[src/rtl/calc_sequencer.sv]
`timescale 1ns/1ps
// calc_sequencer
//   Operator-entry sequencer for the two_fn_calculator family. Conditions the
//   raw ENTER/CANCEL buttons into single-cycle press events, then steps the
//   datapath through NUM_OPS operand loads, a fixed-latency ALU execute,
//   result capture and display. A CANCEL press returns to IDLE from anywhere.
//   The debounce prescaler produces a clock-enable tick only; everything runs
//   on clk.
// Ports
//   clk        system clock
//   clr        asynchronous active-low reset
//   enter      raw ENTER button (async, bouncy, active-high)
//   cancel     raw CANCEL button (async, bouncy, active-high)
//   dp_rst_n   datapath reset, low only in IDLE
//   load_op    one-hot operand register load enable (LOAD)
//   op_idx     index of the operand being entered
//   alu_go     one-cycle ALU start strobe (first EXEC cycle)
//   load_res   one-cycle result load strobe, ALU_LAT cycles after alu_go
//   load_out   display register enable (SHOW)
//   busy       high in EXEC
//   state_code 00 IDLE, 01 LOAD, 10 EXEC, 11 SHOW
module calc_sequencer #(
  parameter int NUM_OPS        = 2,
  parameter int CLK_DIV        = 50,
  parameter int DEBOUNCE_TICKS = 6,
  parameter int ALU_LAT        = 1,
  localparam int IDXW          = (NUM_OPS > 1) ? $clog2(NUM_OPS) : 1
) (
  input  logic               clk,
  input  logic               clr,
  input  logic               enter,
  input  logic               cancel,
  output logic               dp_rst_n,
  output logic [NUM_OPS-1:0] load_op,
  output logic [IDXW-1:0]    op_idx,
  output logic               alu_go,
  output logic               load_res,
  output logic               load_out,
  output logic               busy,
  output logic [1:0]         state_code
);

  localparam int DIVW = $clog2(CLK_DIV);
  localparam int DBW  = (DEBOUNCE_TICKS > 1) ? $clog2(DEBOUNCE_TICKS) : 1;
  localparam int LATW = $clog2(ALU_LAT + 1);

  typedef enum logic [1:0] {
    IDLE = 2'b00,
    LOAD = 2'b01,
    EXEC = 2'b10,
    SHOW = 2'b11
  } state_t;

  // Button vectors: bit 0 = enter, bit 1 = cancel.
  logic [1:0]      raw_s;
  logic [1:0]      sync1_r;
  logic [1:0]      sync2_r;
  logic [1:0]      deb_r;
  logic [1:0]      deb_d_r;
  logic [DBW-1:0]  stab_cnt_r [2];
  logic [1:0]      press_s;
  logic [DIVW-1:0] div_cnt_r;
  logic            tick_s;

  state_t              state_r;
  state_t              state_n;
  logic [IDXW-1:0]     idx_r;
  logic [IDXW-1:0]     idx_n;
  logic [LATW-1:0]     lat_r;
  logic [LATW-1:0]     lat_n;
  logic [NUM_OPS-1:0]  load_op_s;

  assign raw_s   = {cancel, enter};
  assign tick_s  = (div_cnt_r == DIVW'(CLK_DIV - 1));
  // A press is the cycle right after the debounced level rises.
  assign press_s = deb_r & ~deb_d_r;

  // Free-running sample prescaler shared by both buttons.
  always_ff @(posedge clk or negedge clr) begin
    if (!clr) begin
      div_cnt_r <= '0;
    end else if (tick_s) begin
      div_cnt_r <= '0;
    end else begin
      div_cnt_r <= div_cnt_r + 1'b1;
    end
  end

  // Synchronise both buttons and debounce them on sample ticks.
  always_ff @(posedge clk or negedge clr) begin
    if (!clr) begin
      sync1_r <= '0;
      sync2_r <= '0;
      deb_r   <= '0;
      deb_d_r <= '0;
      for (int b = 0; b < 2; b++) begin
        stab_cnt_r[b] <= '0;
      end
    end else begin
      sync1_r <= raw_s;
      sync2_r <= sync1_r;
      deb_d_r <= deb_r;
      for (int b = 0; b < 2; b++) begin
        if (tick_s) begin
          if (sync2_r[b] != deb_r[b]) begin
            // The tick that would make the count reach DEBOUNCE_TICKS flips the level.
            if (stab_cnt_r[b] == DBW'(DEBOUNCE_TICKS - 1)) begin
              deb_r[b]      <= ~deb_r[b];
              stab_cnt_r[b] <= '0;
            end else begin
              stab_cnt_r[b] <= stab_cnt_r[b] + 1'b1;
            end
          end else begin
            stab_cnt_r[b] <= '0;
          end
        end
      end
    end
  end

  // Sequencer state, operand index and ALU latency counter.
  always_ff @(posedge clk or negedge clr) begin
    if (!clr) begin
      state_r <= IDLE;
      idx_r   <= '0;
      lat_r   <= '0;
    end else begin
      state_r <= state_n;
      idx_r   <= idx_n;
      lat_r   <= lat_n;
    end
  end

  // Next-state logic; cancel overrides any simultaneous enter.
  always_comb begin
    state_n = state_r;
    idx_n   = idx_r;
    lat_n   = lat_r;
    if (press_s[1]) begin
      state_n = IDLE;
      idx_n   = '0;
      lat_n   = '0;
    end else begin
      case (state_r)
        IDLE: begin
          if (press_s[0]) begin
            state_n = LOAD;
            idx_n   = '0;
          end else begin
            state_n = IDLE;
          end
        end
        LOAD: begin
          if (press_s[0]) begin
            if (idx_r == IDXW'(NUM_OPS - 1)) begin
              state_n = EXEC;
              lat_n   = '0;
            end else begin
              idx_n = idx_r + 1'b1;
            end
          end else begin
            state_n = LOAD;
          end
        end
        EXEC: begin
          // Enter presses are dropped here; only the latency count moves.
          if (lat_r == LATW'(ALU_LAT)) begin
            state_n = SHOW;
            lat_n   = '0;
          end else begin
            lat_n = lat_r + 1'b1;
          end
        end
        SHOW: begin
          if (press_s[0]) begin
            state_n = LOAD;
            idx_n   = '0;
          end else begin
            state_n = SHOW;
          end
        end
        default: begin
          state_n = IDLE;
          idx_n   = '0;
          lat_n   = '0;
        end
      endcase
    end
  end

  // One-hot operand enable decoded from the next state.
  always_comb begin
    load_op_s = '0;
    for (int i = 0; i < NUM_OPS; i++) begin
      load_op_s[i] = (state_n == LOAD) && (idx_n == IDXW'(i));
    end
  end

  // Output flops load the decode of the next state, so they track state_r exactly.
  always_ff @(posedge clk or negedge clr) begin
    if (!clr) begin
      dp_rst_n <= 1'b0;
      load_op  <= '0;
      alu_go   <= 1'b0;
      load_res <= 1'b0;
      load_out <= 1'b0;
      busy     <= 1'b0;
    end else begin
      dp_rst_n <= (state_n != IDLE);
      load_op  <= load_op_s;
      alu_go   <= (state_n == EXEC) && (lat_n == '0);
      load_res <= (state_n == EXEC) && (lat_n == LATW'(ALU_LAT));
      load_out <= (state_n == SHOW);
      busy     <= (state_n == EXEC);
    end
  end

  assign op_idx     = idx_r;
  assign state_code = state_r;

endmodule
[config.mk]
export PLATFORM = sky130hd
export DESIGN_NAME = calc_sequencer
export DESIGN_NICKNAME = d
export VERILOG_FILES = /design/src/rtl/calc_sequencer.sv
export SDC_FILE = /design/constraint.sdc
export NUM_CORES = 1
export LEC_CHECK = 0
export ABC_AREA = 1
export BUFFER_PORTS_ARGS = -buffer_cell sky130_fd_sc_hd__buf_2
export CAP_MARGIN = 5
export CORE_MARGIN = 2
export CORE_UTILIZATION = 35
export DETAILED_ROUTE_END_ITERATION = 10
export GPL_ROUTABILITY_DRIVEN = 0
export PLACE_DENSITY_LB_ADDON = 0.25
export SETUP_SLACK_MARGIN = 0.3
export SLEW_MARGIN = 20
export SYNTH_ARGS = -nofsm -noshare
export SYNTH_HDL_FRONTEND = slang
export SYNTH_SLANG_ARGS = --single-unit
export TNS_END_PERCENT = 50
[constraint.sdc]
create_clock -name clk -period 1.9 [get_ports clk]
set_input_delay 0.285 -clock clk [delete_from_list [all_inputs] [get_ports clk]]
set_output_delay 0.285 -clock clk [all_outputs]
set_load 0.05 [all_outputs]
==> impl_metrics.ini <==
[cts]
path_clk_slew_ns = 0.06
numCtsBuffers = 5
cts_tree = done
ctsHtreeMaxLevel = 2
clockBufferDepth = 2
insertion_delay_ns = 0.28
cts_sinks = 31
root_buffer = clkbuf_8

[global_routing]
grt_overflow = 0
grt_usage_pct = 13.6
grt_first_pass_wirelength_um = 4510
grt_start_max_net_pins = 32
grt_pass1_vias = 1047
antenna_found_initial = 0

[place]
dpl.hpwl_um = 1830
post-place-cells = 226
port_buffers = 13

[cells_and_area]
syn_to_final_growth_pct = 16.9
fin_util_pct = 41.9
fin_cells = 235
drive_gt1_share_pct = 19.5
diodes = 0
final_nets = 195

[critical_path]
critPathKind = reg -> reg
r2r_start = state_code[0]
critPathArrivalTime_ns = 1.70
end_kind = register
reg2regPathDepth = 8
ff2ff_setup_slack_ns = 0.41
critPathLaunchType = register
crit_path_top_delay_cell = dfrtp_2
path_delay_family = simple AND/OR/NAND/NOR gates
cp.buffers_inverters = 1
cp.required_ns = 2.11
critPathMaxStageDelay_ns = 0.41
regToRegEndpoint = alu_go
critPathMaxFanout = 6
crit_start = state_code[0]
cp_cell_sequence = inv_1, ha_1, or2_1, nor2_1, nand2_1, nand2_2, nand2_2, nor2_1

[detailed_routing]
wl_um = 2590
wl_per_cell_um = 11.0
drt-initial-drc-count = 57
dr.pass1.iters = 4
detail-route-antenna-nets = 0
vias_per_cell = 4.40
drc = 0
vias = 1034

[logic_synthesis]
yosysSeqAreaShare_pct = 54.9
synth_top_flop_cell = dfrtp_1
async_reset_ff_share_pct = 100
synth_fp_nets = 173
synth_edf_count = 0
synth_cell_type_count = 22
ys_top_cells_by_area = dfrtp_1 (55%), nand2_1 (9.8%), inv_1 (8.0%)
syn_area_um2 = 1410
yosysMostFrequentCell = nand2_1
ys_ff_latch = 31
syn_inst = 163
synth_top_area_share_pct = 54.9
yosysTopAreaCell = dfrtp_1
synthTopCellsByCount = nand2_1 (37), dfrtp_1 (31), inv_1 (30), nor2_1 (20), o21ai_0 (9)
ys.warnings.count = 0
postSynthAreaPerCell_um2 = 8.67

[timing]
tns_ns = 0
fin_crit_sh_pct = 78.3
maxSlewViolCount = 0
fmaxAchievable_ghz = 0.672
setup_viol = 0
skew_ns = 0.00591
relSlewSlack_pct = 54.2
fin_crit_ns = 1.49
rsz0062_at_grt = true
finalHoldViolations = 0
worstMarginPinSlew_ns = 0.687

[die]
ios = 14
rows = 23
die-area_um2 = 4560
die_y_um = 67.6
die_w_um = 67.6
core-area_um2 = 3940
start_util_pct = 35.9

[power]
p_per_area_nw_per_um2 = 726
seq_power_share_pct = 55.6
power.switching_w = 0.000247
internal-power_w = 0.000953
leakagePower_nw = 0.905
clkPwrFrac_pct = 42.7
p_sw_share_pct = 20.6
peakVddDrop_v = 0.000459
comb_power_share_pct = 1.8

[worst_hold_path]
hp-class = in -> async

[outcome]
outcome = finished, final reports clean

[run]
max_cap_violations = 0
## kinds of logic (layout without fill, tap and decap cells)
group	count (synthesis)	in the layout	share of synthesized area [%]
xor gates and xnor gates	2	2	1.24
and+or+nand+nor	71	71	21.5
DFF	31	31	54.9
buffers and inverters	31	53	8.23
adders and majority gates	6	6	5.31
AOI/OAI and AO/OA	22	22	8.85
## state kept, by name (all words and copies together) (netlist names), 2 cells and up
register    count
deb_d_r         2
deb_r           2
div_cnt_r       6
load_op         2
stab_cnt_r      6
state_code      2
sync1_r         2
sync2_r         2
## layout by cell type (no fill, tap or decap)
cell type | netlist | routed
nand2_1 | 37 | 37
inv_1 | 30 | 30
dfrtp_1 | 31 | 29
nor2_1 | 20 | 20
buf_2 | 0 | 13
o21ai_0 | 9 | 9
clkbuf_8 | 0 | 6
a21oi_1 | 6 | 5
ha_1 | 6 | 5
nand3_1 | 4 | 4
nor2_2 | 3 | 3
o21ai_1 | 2 | 2
a21oi_2 | 1 | 2
nand2_2 | 2 | 2
xor2_1 | 2 | 2
o22ai_1 | 2 | 2
buf_4 | 0 | 2
dfrtp_2 | 0 | 2
or2_1 | 1 | 1
inv_2 | 1 | 1
nand3_2 | 1 | 1
nand4_1 | 1 | 1
nor2_4 | 1 | 1
nor3_1 | 1 | 1
o21bai_2 | 1 | 1
o21bai_1 | 1 | 1
ha_2 | 0 | 1
clkinv_2 | 0 | 1
## area by class of cell
cell class,count,area [µm²]
Clock buffer,6,82.6
Fill cell,383,2290
Sequential cell,31,778
Multi-Input combinational cell,101,528
Clock inverter,1,5.00
Tap cell,50,62.6
Inverter,31,116
Timing Repair Buffer,15,80.1
## power by group through the flow
stage	clock [W]	sequential [W]	combinational (W)
floorplan	0	0.000678	0.00000530
global placement	0	0.000679	0.0000221
detailed placement	0	0.000679	0.0000226
CTS	0.000540	0.000666	0.0000225
global route	0.000570	0.000666	0.0000255
finish	0.000512	0.000667	0.0000211
## per-layer routing
layer  up-vias  share of wire (%)  global-route usage, %
li1        535                  -                      -
met1       476                 48                   16.4
met2        21                 46                   21.7
met3         2                5.2                   5.67
met4         0               0.69                   5.36
met5         -                  0                      0
## how the worst max path moves through the flow
| stage | end | slack [ns] | cells after the start |
|---|---|---|---|
| 4_1_cts | load_res | 0.40 | 8 |
| 3_3_place_gp | load_res | 0.49 | 8 |
| 6_report | alu_go | 0.41 | 8 |
| 3_5_place_dp | load_res | 0.40 | 8 |
| 5_1_grt | deb_r[0] | 0.29 | 7 |
| 2_1_floorplan | alu_go | 0.35 | 8 |
## worst reg2reg max path, stage by stage, from the launching register on
cell and delay (ns):
dfrtp_2 0.41, inv_1 0.09, ha_1 0.21, or2_1 0.20, nor2_1 0.18, nand2_1 0.09
nand2_2 0.08, nand2_2 0.07, nor2_1 0.09
## what timing repair did
item | 4_1_cts | 5_1_grt
hold buffers | 0 | 0
resized for setup | 0 | 2
setup endpoints to repair | 0 | 3
buffers inserted | 0 | 2
## through the flow
| step | total power (W) | cell area, µm² | hold slack, ns | setup slack (ns) |
|---|---|---|---|---|
| 2_1_floorplan | 0.000684 | 1420 | -0.0106 | 0.354 |
| 3_3_place_gp | 0.000701 | 1540 | 0.334 | 0.491 |
| 3_5_place_dp | 0.000701 | 1540 | 0.337 | 0.398 |
| 4_1_cts | 0.00123 | 1630 | 0.0670 | 0.396 |
| 5_1_grt | 0.00126 | 1650 | 0.0967 | 0.295 |
| 6_report | 0.00120 | 1650 | 0.0467 | 0.413 |
Power figures use the tool's default switching activity.
